## src/rtl/div_unit_pkg.sv

```systemverilog
// Shared definitions for the integer divide unit: operation encodings,
// FSM state encodings and small decode helpers used by the unit and by
// the instruction decoder.
package div_unit_pkg;

  localparam int DEFAULT_XLEN = 32;

  // div_op encodings: bit 1 selects remainder, bit 0 selects unsigned.
  typedef enum logic [1:0] {
    OP_DIV  = 2'b00,
    OP_DIVU = 2'b01,
    OP_REM  = 2'b10,
    OP_REMU = 2'b11
  } div_op_e;

  typedef enum logic [1:0] {
    S_IDLE    = 2'b00,
    S_COMPUTE = 2'b01,
    S_DONE    = 2'b10
  } div_state_e;

  // DIV and REM treat their operands as two's-complement values.
  function automatic logic is_signed_op(input logic [1:0] op);
    return !op[0];
  endfunction

  // REM and REMU return the remainder rather than the quotient.
  function automatic logic is_rem_op(input logic [1:0] op);
    return op[1];
  endfunction

endpackage

```

## src/rtl/div_unit.sv

```systemverilog
// Iterative radix-2 restoring divider (DIV/DIVU/REM/REMU), one quotient bit
// per clock, XLEN iterations per operation.
// Optional build macro: DIV_EARLY_OUT_EN -- divide-by-zero and signed
// overflow skip the iterations and finish one edge after acceptance.
//
// Handshake: start is sampled only while busy=0 (IDLE); the edge that sees
// start=1 in IDLE (and flush=0) accepts the operands and op, and busy rises
// from that edge. busy stays high through the single DONE cycle, in which
// done=1 and result carries the answer. result then holds until the next
// operation completes. flush returns to IDLE at any edge with no done pulse
// and leaves result untouched.
module div_unit
  import div_unit_pkg::*;
#(
  parameter int XLEN = DEFAULT_XLEN
) (
  input  logic             clk,
  input  logic             reset_n,
  input  logic             start,
  input  logic [1:0]       div_op,
  input  logic [XLEN-1:0]  dividend,
  input  logic [XLEN-1:0]  divisor,
  input  logic             flush,
  output logic             busy,
  output logic             done,
  output logic [XLEN-1:0]  result,
  output div_state_e       fsm_state
);

  localparam int CNT_W = $clog2(XLEN) + 1;
  localparam logic [CNT_W-1:0] LAST_CNT = CNT_W'(XLEN - 1);
  localparam logic [XLEN-1:0]  MOST_NEG = {1'b1, {(XLEN-1){1'b0}}};

  div_state_e       state, state_next;
  logic [CNT_W-1:0] count;
  logic [XLEN-1:0]  rem, quo, dvsr, dvnd_raw;
  logic             is_rem, neg_q, neg_r, div_zero;

  logic             accept, last_iter, ovf_hit;
  logic             sgn_op, a_neg, b_neg;
  logic [XLEN-1:0]  a_mag, b_mag;
  logic [XLEN:0]    shifted, diff;
  logic [XLEN-1:0]  rem_next, quo_next, q_fix, r_fix, final_res;

  assign accept    = (state == S_IDLE) && start && !flush;
  assign busy      = (state != S_IDLE);
  assign done      = (state == S_DONE);
  assign fsm_state = state;

  // Operand magnitudes for the unsigned core; sign handling is reapplied at the end.
  always_comb begin
    sgn_op = is_signed_op(div_op);
    a_neg  = sgn_op && dividend[XLEN-1];
    b_neg  = sgn_op && divisor[XLEN-1];
    a_mag  = a_neg ? (0 - dividend) : dividend;
    b_mag  = b_neg ? (0 - divisor)  : divisor;
  end

`ifdef DIV_EARLY_OUT_EN
  logic early, ovf;
  logic ovf_in;

  assign ovf_in = is_signed_op(div_op) && (dividend == MOST_NEG) && (&divisor);

  // Flag special cases at acceptance so COMPUTE can exit after one edge.
  always_ff @(posedge clk or negedge reset_n) begin
    if (!reset_n) begin
      early <= 1'b0;
      ovf   <= 1'b0;
    end else if (accept) begin
      early <= (divisor == '0) || ovf_in;
      ovf   <= ovf_in;
    end
  end

  assign last_iter = early || (count == LAST_CNT);
  assign ovf_hit   = ovf;
`else
  // Special cases run the full iteration count; overflow falls out naturally.
  assign last_iter = (count == LAST_CNT);
  assign ovf_hit   = 1'b0;
`endif

  // One restoring step: shift in the next dividend bit, subtract if it fits.
  always_comb begin
    shifted = {rem, quo[XLEN-1]};
    diff    = shifted - {1'b0, dvsr};
    if (!diff[XLEN]) begin
      rem_next = diff[XLEN-1:0];
      quo_next = {quo[XLEN-2:0], 1'b1};
    end else begin
      rem_next = shifted[XLEN-1:0];
      quo_next = {quo[XLEN-2:0], 1'b0};
    end
  end

  // Final answer: sign fix-up, then divide-by-zero and overflow overrides.
  always_comb begin
    q_fix = neg_q ? (0 - quo_next) : quo_next;
    r_fix = neg_r ? (0 - rem_next) : rem_next;
    if (div_zero) begin
      final_res = is_rem ? dvnd_raw : '1;
    end else if (ovf_hit) begin
      final_res = is_rem ? '0 : MOST_NEG;
    end else begin
      final_res = is_rem ? r_fix : q_fix;
    end
  end

  // State register.
  always_ff @(posedge clk or negedge reset_n) begin
    if (!reset_n) state <= S_IDLE;
    else          state <= state_next;
  end

  // Next-state logic; flush overrides every transition including acceptance.
  always_comb begin
    state_next = state;
    case (state)
      S_IDLE:    if (start)     state_next = S_COMPUTE;
      S_COMPUTE: if (last_iter) state_next = S_DONE;
      S_DONE:                   state_next = S_IDLE;
      default:                  state_next = S_IDLE;
    endcase
    if (flush) state_next = S_IDLE;
  end

  // Datapath: capture on accept, iterate in COMPUTE, load result entering DONE.
  always_ff @(posedge clk or negedge reset_n) begin
    if (!reset_n) begin
      count    <= '0;
      rem      <= '0;
      quo      <= '0;
      dvsr     <= '0;
      dvnd_raw <= '0;
      is_rem   <= 1'b0;
      neg_q    <= 1'b0;
      neg_r    <= 1'b0;
      div_zero <= 1'b0;
      result   <= '0;
    end else if (accept) begin
      count    <= '0;
      rem      <= '0;
      quo      <= a_mag;
      dvsr     <= b_mag;
      dvnd_raw <= dividend;
      is_rem   <= is_rem_op(div_op);
      neg_q    <= a_neg ^ b_neg;
      neg_r    <= a_neg;
      div_zero <= (divisor == '0);
    end else if ((state == S_COMPUTE) && !flush) begin
      count <= count + 1'b1;
      rem   <= rem_next;
      quo   <= quo_next;
      if (last_iter) result <= final_res;
    end
  end

endmodule

```

## config.mk

```make
export PLATFORM = sky130hd
export DESIGN_NAME = div_unit
export DESIGN_NICKNAME = d
export VERILOG_FILES = /design/src/rtl/div_unit_pkg.sv /design/src/rtl/div_unit.sv
export SDC_FILE = /design/constraint.sdc
export NUM_CORES = 1
export LEC_CHECK = 0
export CORE_ASPECT_RATIO = 0.7
export CORE_MARGIN = 1.5
export CORE_UTILIZATION = 52
export CTS_CLUSTER_DIAMETER = 150
export DETAILED_ROUTE_END_ITERATION = 6
export DONT_BUFFER_PORTS = 1
export GPL_ROUTABILITY_DRIVEN = 0
export PLACE_DENSITY = 0.67
export SYNTH_ARGS = -nofsm -noshare
export SYNTH_HDL_FRONTEND = slang
export SYNTH_SLANG_ARGS = --single-unit
```

## constraint.sdc

```tcl
create_clock -name clk -period 12.1 [get_ports clk]
set_clock_uncertainty 0.1 [all_clocks]
set_input_delay 2.42 -clock clk [delete_from_list [all_inputs] [get_ports clk]]
set_output_delay 2.42 -clock clk [all_outputs]
set_load 0.02 [all_outputs]
```

==> impl_metrics.toml, run 1 <==
[run_status]
outcome = "completed"

[cells_and_area]
nets = 1654
proportion_of_layout_cells_with_a_drive_suffix_above_1 = 0.0487
fillers = 2231
antenna_cells = 0
seqCellArea_um2 = 4300
area_growth_syn_to_layout_pct = 5.44
post_layout_nonfiller_instances = 1877
multi_input_comb_area_um2 = 7780

[detailed_routing]
wire_length_per_cell_um = 21.7
drc_errors = 0
vias_per_cell = 6.47
finalWirelength_mm = 40.7
dr_total_vias = 12100
first_iter_violations = 1503
first_pass_iters = 6
postRouteAntennaNets = 0

[setup_path]
critPathKind = "flip-flop to flip-flop"
critical_path.endpoint_type = "flip-flop"
timing.reg2reg.setup_slack_ns = 6.16
cp.required_ns = 12.34
crit_fanout = 36
critical_path_arrival_ns = 6.17
worst_r2r_path_depth = 19
critical_path_start_type = "flip-flop"

[synthesis]
synth_cells = 1614
synth_top_family_by_area = "compound AO/OA/AOI/OAI gates"
synth_adder_area_share = 0.0381
ys.flop_type = "sky130_fd_sc_hd__dfrtp_1"
synth_xor_area_frac = 0.0905
synthDistinctLibCells = 85
top_cells_by_area_synth = "sky130_fd_sc_hd__dfrtp_1 (34%), sky130_fd_sc_hd__nand2_1 (9.5%), sky130_fd_sc_hd__o21ai_0 (5.9%)"
synth_largest_type_area_fraction = 0.339
synth_top_area_cell = "sky130_fd_sc_hd__dfrtp_1"
synth_area_um2 = 12700
synth-edff-count = 0
syn_nets = 1722
synth_async_sr_flop_share = 1.00
yosys-mux-area-fraction = 0.0184
yosys_warnings = 0
synthesis.area_per_instance_um2 = 7.86
post_synth_most_frequent_cells = "sky130_fd_sc_hd__nand2_1 (322), sky130_fd_sc_hd__dfrtp_1 (172), sky130_fd_sc_hd__o21ai_0 (150), sky130_fd_sc_hd__nor2_1 (109), sky130_fd_sc_hd__a21oi_1 (93)"
synthSimpleGateAreaFrac = 0.212
synth.most_common_cell = "sky130_fd_sc_hd__nand2_1"
synth_compound_gate_area_share = 0.254
ys_ff_latch = 172
synth-seq-area-share = 0.339

[floorplan]
core_area_um2 = 23800
initial_util = 0.532
floorplan.die.height_um = 134
fp.dieArea_um2 = 25300
rows = 47
floorplan.die.width_um = 190
top_level_ports = 106

[timing]
max_freq_ghz = 0.168
final.min_clock_period_ns = 5.94
max_slew_margin = 0.221
worst_slew_pin_slew_ns = 1.16
hold_viol_final = 0
grt_setup_unrepaired = "false"
timing_max_transition_violations_final = 0
finalCritPeriodShare = 0.491
finalHoldWorstSlack_ns = 0.380
summed_negative_setup_slack_over_all_endpoints_ns = 0
setup_viol = 0

[placed_design]
dp.cells = 1845
port_buffers = 0
half_perimeter_wire_length_of_the_detailed_placement_result_mm = 29.8

[worst_hold_path]
worstHoldPathCells = 2
hold_path_class = "flip-flop to flip-flop"

[clocking]
clk_latency_ns = 0.45
clock_tree.buffer_depth = 2
cts_repair_resizes = 0
cts_hold_buffers = 0
tritoncts_num_sinks = 172
clock_tree.root_cell = "sky130_fd_sc_hd__clkbuf_16"
postCtsSetupBuffers = 0
clock_pin_slew_of_the_registers_on_the_worst_case_setup_and_hold_paths_ns = 0.07
tritoncts_clock_tree = "done"
cts_inserted_buffers = 17
htree_levels = 4

[pwr]
vdd.ir_drop.worst_mv = 0.186
power.density_nw_per_um2 = 270
total_power_mw = 3.62
static-leakage-power_nw = 5.71

[global_route]
grt_antenna_before_repair = 0
global_route_wire_length_before_repair_mm = 63.3
grt.total_usage = 0.324
grt_start_max_net_pins = 173
globalRouteOverflowTotal = 0
via_count_of_the_first_global_routing_pass = 10900

[run]
maxCapViolations = 0
==> cell usage in the layout (no fill, tap or decap), types with 7 or more instances in the layout <==
master                        n
sky130_fd_sc_hd__o211ai_1    11
sky130_fd_sc_hd__a211oi_1     7
sky130_fd_sc_hd__a22o_1       7
sky130_fd_sc_hd__xor2_1      47
sky130_fd_sc_hd__clkbuf_16   17
sky130_fd_sc_hd__o31a_1       8
sky130_fd_sc_hd__and2_1       8
sky130_fd_sc_hd__a22oi_1      8
sky130_fd_sc_hd__nor2_1     108
sky130_fd_sc_hd__a21o_1      20
sky130_fd_sc_hd__o31ai_1     28
sky130_fd_sc_hd__or4_1       11
sky130_fd_sc_hd__nand3_1     16
sky130_fd_sc_hd__buf_4       13
sky130_fd_sc_hd__o21a_1      14
sky130_fd_sc_hd__inv_1       54
sky130_fd_sc_hd__o22ai_1     11
sky130_fd_sc_hd__dfrtp_1    172
sky130_fd_sc_hd__o21ai_1     20
sky130_fd_sc_hd__o21ai_0    150
sky130_fd_sc_hd__nand4_1     17
sky130_fd_sc_hd__mux2i_1     21
sky130_fd_sc_hd__or3_1       17
sky130_fd_sc_hd__xnor2_1     84
sky130_fd_sc_hd__nor3_1      34
sky130_fd_sc_hd__nor2b_1      9
sky130_fd_sc_hd__ha_1        37
sky130_fd_sc_hd__o221ai_1     9
sky130_fd_sc_hd__and3_1       7
sky130_fd_sc_hd__o41ai_1     12
sky130_fd_sc_hd__nor4_1      14
sky130_fd_sc_hd__nand2_1    321
sky130_fd_sc_hd__nand2b_1     8
sky130_fd_sc_hd__a21oi_1     93
sky130_fd_sc_hd__a31oi_1     40
==> metrics by stage <==
stage | util | setup WS, ns | instance area, µm²
2_1_floorplan | - | 7.27 | 12700
3_3_place_gp | 0.537 | 6.59 | 12800
3_5_place_dp | 0.537 | 6.43 | 12800
4_1_cts | 0.561 | 6.39 | 13400
5_1_grt | 0.561 | 5.80 | 13400
6_report | 0.561 | 6.16 | 13400
==> state kept, by name, summed over array words and instances (netlist names), 2 cells and up <==
| register | cells |
|---|---|
| count | 6 |
| dvnd_raw | 32 |
| quo | 32 |
| fsm_state | 2 |
| dvsr | 32 |
| rem | 32 |
| result | 32 |
==> critical path: stages (launching register included) <==
cell                       delay [ns]
sky130_fd_sc_hd__dfrtp_1         0.44
sky130_fd_sc_hd__ha_1            0.37
sky130_fd_sc_hd__nor2b_1         0.19
sky130_fd_sc_hd__o31a_1          0.32
sky130_fd_sc_hd__o211ai_2        0.34
sky130_fd_sc_hd__a31oi_2         0.17
sky130_fd_sc_hd__nor3_2          0.89
sky130_fd_sc_hd__nor2_8          0.29
sky130_fd_sc_hd__inv_2           0.22
sky130_fd_sc_hd__nor2_1          0.06
sky130_fd_sc_hd__a21oi_1         0.21
sky130_fd_sc_hd__ha_1            0.25
sky130_fd_sc_hd__nand2_1         0.11
sky130_fd_sc_hd__or2_2           0.33
sky130_fd_sc_hd__a211oi_1        0.46
sky130_fd_sc_hd__a41o_1          0.24
sky130_fd_sc_hd__nand4_1         0.17
sky130_fd_sc_hd__o31ai_1         0.32
sky130_fd_sc_hd__xor2_1          0.23
sky130_fd_sc_hd__o21ai_1         0.08
==> routing by layer <==
layer	share of wire	track usage	wire length, µm	vias to the layer above
met3	0.13	0.0980	5160	41
met2	0.39	0.421	16000	656
met4	0.011	0.0736	438	0
met5	0	0	0	-
met1	0.47	0.513	19100	5842
li1	-	-	-	5607
==> cells by family (layout without fill, tap and decap cells) <==
family / after synthesis / in the layout
DFF: 172 / 172
muxes: 23 / 23
xor gates and xnor gates: 131 / 131
AOI/OAI and AO/OA: 496 / 496
adders and majority gates: 38 / 38
buffers and inverters: 156 / 101
and+or+nand+nor: 598 / 598
==> worst paths after layout <==
kind                         startpoint           end
setup reg to reg                 rem[1]    result[30]
max in group asynchronous       reset_n       quo[26]
setup / recovery                 rem[1]    result[30]
hold / removal             dvnd_raw[15]  dvnd_raw[15]
hold reg to reg            dvnd_raw[15]  dvnd_raw[15]
min in group asynchronous       reset_n      dvsr[16]
==> final cells by class <==
type	count	share of cell area
Sequential cell	172	0.322
Clock buffer	19	0.0324
Timing Repair Buffer	13	0.00730
Clock inverter	13	0.0108
Inverter	56	0.0157
Multi-Input combinational cell	1286	0.582
Tap cell	318	0.0298
==> power breakdown <==
part	internal, mW	leakage, nW	total, mW	switching (mW)
logic	0.782	3.22	2.19	1.41
clock network	0.306	0.275	0.564	0.258
registers	0.697	2.22	0.860	0.163
total	1.79	5.71	3.62	1.83
Note: power is estimated with default switching activity, not from simulation.
==> inputs of run 2 (changes only) <==
==> constraint.sdc (replaced) <==
create_clock -name clk -period 5.7 [get_ports clk]
set_clock_uncertainty 0.1 [all_clocks]
set_input_delay 1.14 -clock clk [delete_from_list [all_inputs] [get_ports clk]]
set_output_delay 1.14 -clock clk [all_outputs]
set_load 0.02 [all_outputs]
==> impl_metrics.toml, run 2 (synthesis gave the netlist of run 1 again) <==
[timing]
summed_negative_setup_slack_over_all_endpoints_ns = 0
hold_viol_final = 0
timing_max_transition_violations_final = 0
max_slew_margin = 0.307
final.min_clock_period_ns = 5.28
worst_slew_pin_slew_ns = 1.04
worst_slack_ns = 0.419
grt_setup_unrepaired = "false"
finalCritPeriodShare = 0.927
setup_viol = 0
max_freq_ghz = 0.189

[floorplan]
top_level_ports = 106
rows = 47
core_area_um2 = 23800
floorplan.die.width_um = 190
fp.dieArea_um2 = 25300
floorplan.die.height_um = 134
initial_util = 0.532

[cells_and_area]
seqCellArea_um2 = 4300
layout.cells.most_common = "sky130_fd_sc_hd__nand2_1"
proportion_of_layout_cells_with_a_drive_suffix_above_1 = 0.0537
multi_input_comb_area_um2 = 7790
antenna_cells = 0
fillers = 2267
postLayoutCoreUtil = 0.565
layout.cells.most_common_list = "sky130_fd_sc_hd__nand2_1 (321), sky130_fd_sc_hd__dfrtp_1 (172), sky130_fd_sc_hd__o21ai_0 (150), sky130_fd_sc_hd__nor2_1 (108), sky130_fd_sc_hd__a21oi_1 (93)"
nets = 1659
area_growth_syn_to_layout_pct = 6.10

[pwr]
static-leakage-power_nw = 5.75
total_power_mw = 7.82
power.density_nw_per_um2 = 581
vdd.ir_drop.worst_mv = 0.315

[placed_design]
half_perimeter_wire_length_of_the_detailed_placement_result_mm = 30.0
place_worst_setup_slack_ns = 0.335
port_buffers = 0

[detailed_routing]
dr_total_vias = 12000
wire_length_per_cell_um = 21.8
drc_errors = 0
finalWirelength_mm = 41.0
first_pass_iters = 6
postRouteAntennaNets = 0
vias_per_cell = 6.40
first_iter_violations = 1598

[global_route]
grt.total_usage = 0.328
grt_start_max_net_pins = 173
grt_antenna_before_repair = 0
global_route_wire_length_before_repair_mm = 64.2
via_count_of_the_first_global_routing_pass = 11000
globalRouteOverflowTotal = 0

[clocking]
cts_hold_buffers = 0
clock_tree.root_cell = "sky130_fd_sc_hd__clkbuf_16"
cts_inserted_buffers = 17
clock_tree.buffer_depth = 2
clk_latency_ns = 0.46
tritoncts_num_sinks = 172
htree_levels = 4
clock_pin_slew_of_the_registers_on_the_worst_case_setup_and_hold_paths_ns = 0.08
tritoncts_clock_tree = "done"

[setup_path]
critPathKind = "flip-flop to flip-flop"
timing.reg2reg.setup_slack_ns = 0.42
critical_path_arrival_ns = 5.47
critical_path_start_type = "flip-flop"
crit_fanout = 18
worst_r2r_dst = "result[24]"
timing.rr.start = "quo[31]"
critical_path.endpoint_type = "flip-flop"
worst_r2r_path_depth = 21
cp.required_ns = 5.89

[worst_hold_path]
hold_path_class = "primary input to async pin"

[run_status]
outcome = "completed"

[run]
maxCapViolations = 0
[run 2: cell types whose count changed in the layout (fill, tap and decap cells not counted), moves of 2 or more]
cell / delta
sky130_fd_sc_hd__buf_4: +5
sky130_fd_sc_hd__clkbuf_1: -2
sky130_fd_sc_hd__clkinv_4: -2
sky130_fd_sc_hd__inv_6: +2
[run 2: worst max-delay path by stage]
stage	depth (start not counted)	slack, ns	start	end
floorplan	23	0.87	quo[31]	result[24]
global placement	21	0.53	quo[31]	result[24]
detailed placement	21	0.33	quo[31]	result[24]
CTS	21	0.31	quo[31]	result[24]
global route	21	0.04	quo[31]	result[24]
finish	21	0.42	quo[31]	result[24]
[run 2: what timing repair did]
| action | 4_1_cts | 5_1_grt |
|---|---|---|
| gates resized for setup | 0 | 3 |
| buffers inserted | 0 | 0 |
| endpoints found under the setup margin | 0 | 7 |
[run 2: routing by layer]
metal	vias up	routed length (µm)	GRT usage
met4	0	485	0.0657
li1	5612	-	-
met3	41	4860	0.102
met5	-	0	0
met2	614	16200	0.435
met1	5772	19500	0.511
[run 2: cell type report]
class	count	area share
multi-input cells	1286	0.579
flip-flops and latches	172	0.320
clock buffers	17	0.0316
well taps	318	0.0296
inverters	56	0.0157
clock inverters	15	0.0138
repair buffers	18	0.0100
[run 2: where the power goes]
| group | switching [mW] | internal, mW |
|---|---|---|
| sequential | 0.320 | 1.48 |
| clock | 0.567 | 0.698 |
| combinational | 3.04 | 1.71 |
| total | 3.93 | 3.89 |
[run 2: critical path, cell delays in order, from the launching register on]
cell and delay, ns:
sky130_fd_sc_hd__dfrtp_1 0.37, sky130_fd_sc_hd__inv_1 0.06, sky130_fd_sc_hd__ha_1 0.22, sky130_fd_sc_hd__fa_1 0.41, sky130_fd_sc_hd__nor2b_1 0.24, sky130_fd_sc_hd__o31a_1 0.32
sky130_fd_sc_hd__o211ai_2 0.20, sky130_fd_sc_hd__a31oi_2 0.32, sky130_fd_sc_hd__o21a_4 0.30, sky130_fd_sc_hd__nor2_8 0.06, sky130_fd_sc_hd__clkinv_2 0.19, sky130_fd_sc_hd__nor2_1 0.07
sky130_fd_sc_hd__a21oi_1 0.23, sky130_fd_sc_hd__ha_1 0.26, sky130_fd_sc_hd__nand2_1 0.10, sky130_fd_sc_hd__or2_2 0.34, sky130_fd_sc_hd__a211oi_2 0.32, sky130_fd_sc_hd__a41o_1 0.22
sky130_fd_sc_hd__nand3_1 0.21, sky130_fd_sc_hd__o31ai_1 0.34, sky130_fd_sc_hd__xnor2_1 0.15, sky130_fd_sc_hd__a22oi_1 0.08
[run 2: stage by stage]
| step | area [µm²] | std cells | hold slack [ns] |
|---|---|---|---|
| after global placement | 12800 | 1850 | 0.355 |
| after CTS | 13400 | 1882 | 0.271 |
| after global routing | 13500 | 1882 | 0.258 |
| after detailed placement | 12800 | 1850 | 0.357 |
| after floorplan | 12700 | 1614 | 0.340 |
| final | 13500 | 1882 | 0.279 |
==> inputs of run 3 (changes only) <==
--- a/config.mk
+++ b/config.mk
@@ -9,6 +9,7 @@
 export CORE_MARGIN = 1.5
 export CORE_UTILIZATION = 52
 export CTS_CLUSTER_DIAMETER = 150
+export CTS_CLUSTER_SIZE = 30
 export DETAILED_ROUTE_END_ITERATION = 6
 export DONT_BUFFER_PORTS = 1
 export GPL_ROUTABILITY_DRIVEN = 0
==> results of run 3 <==
The final DEF is identical to that of run 2; final timing and power are the same.
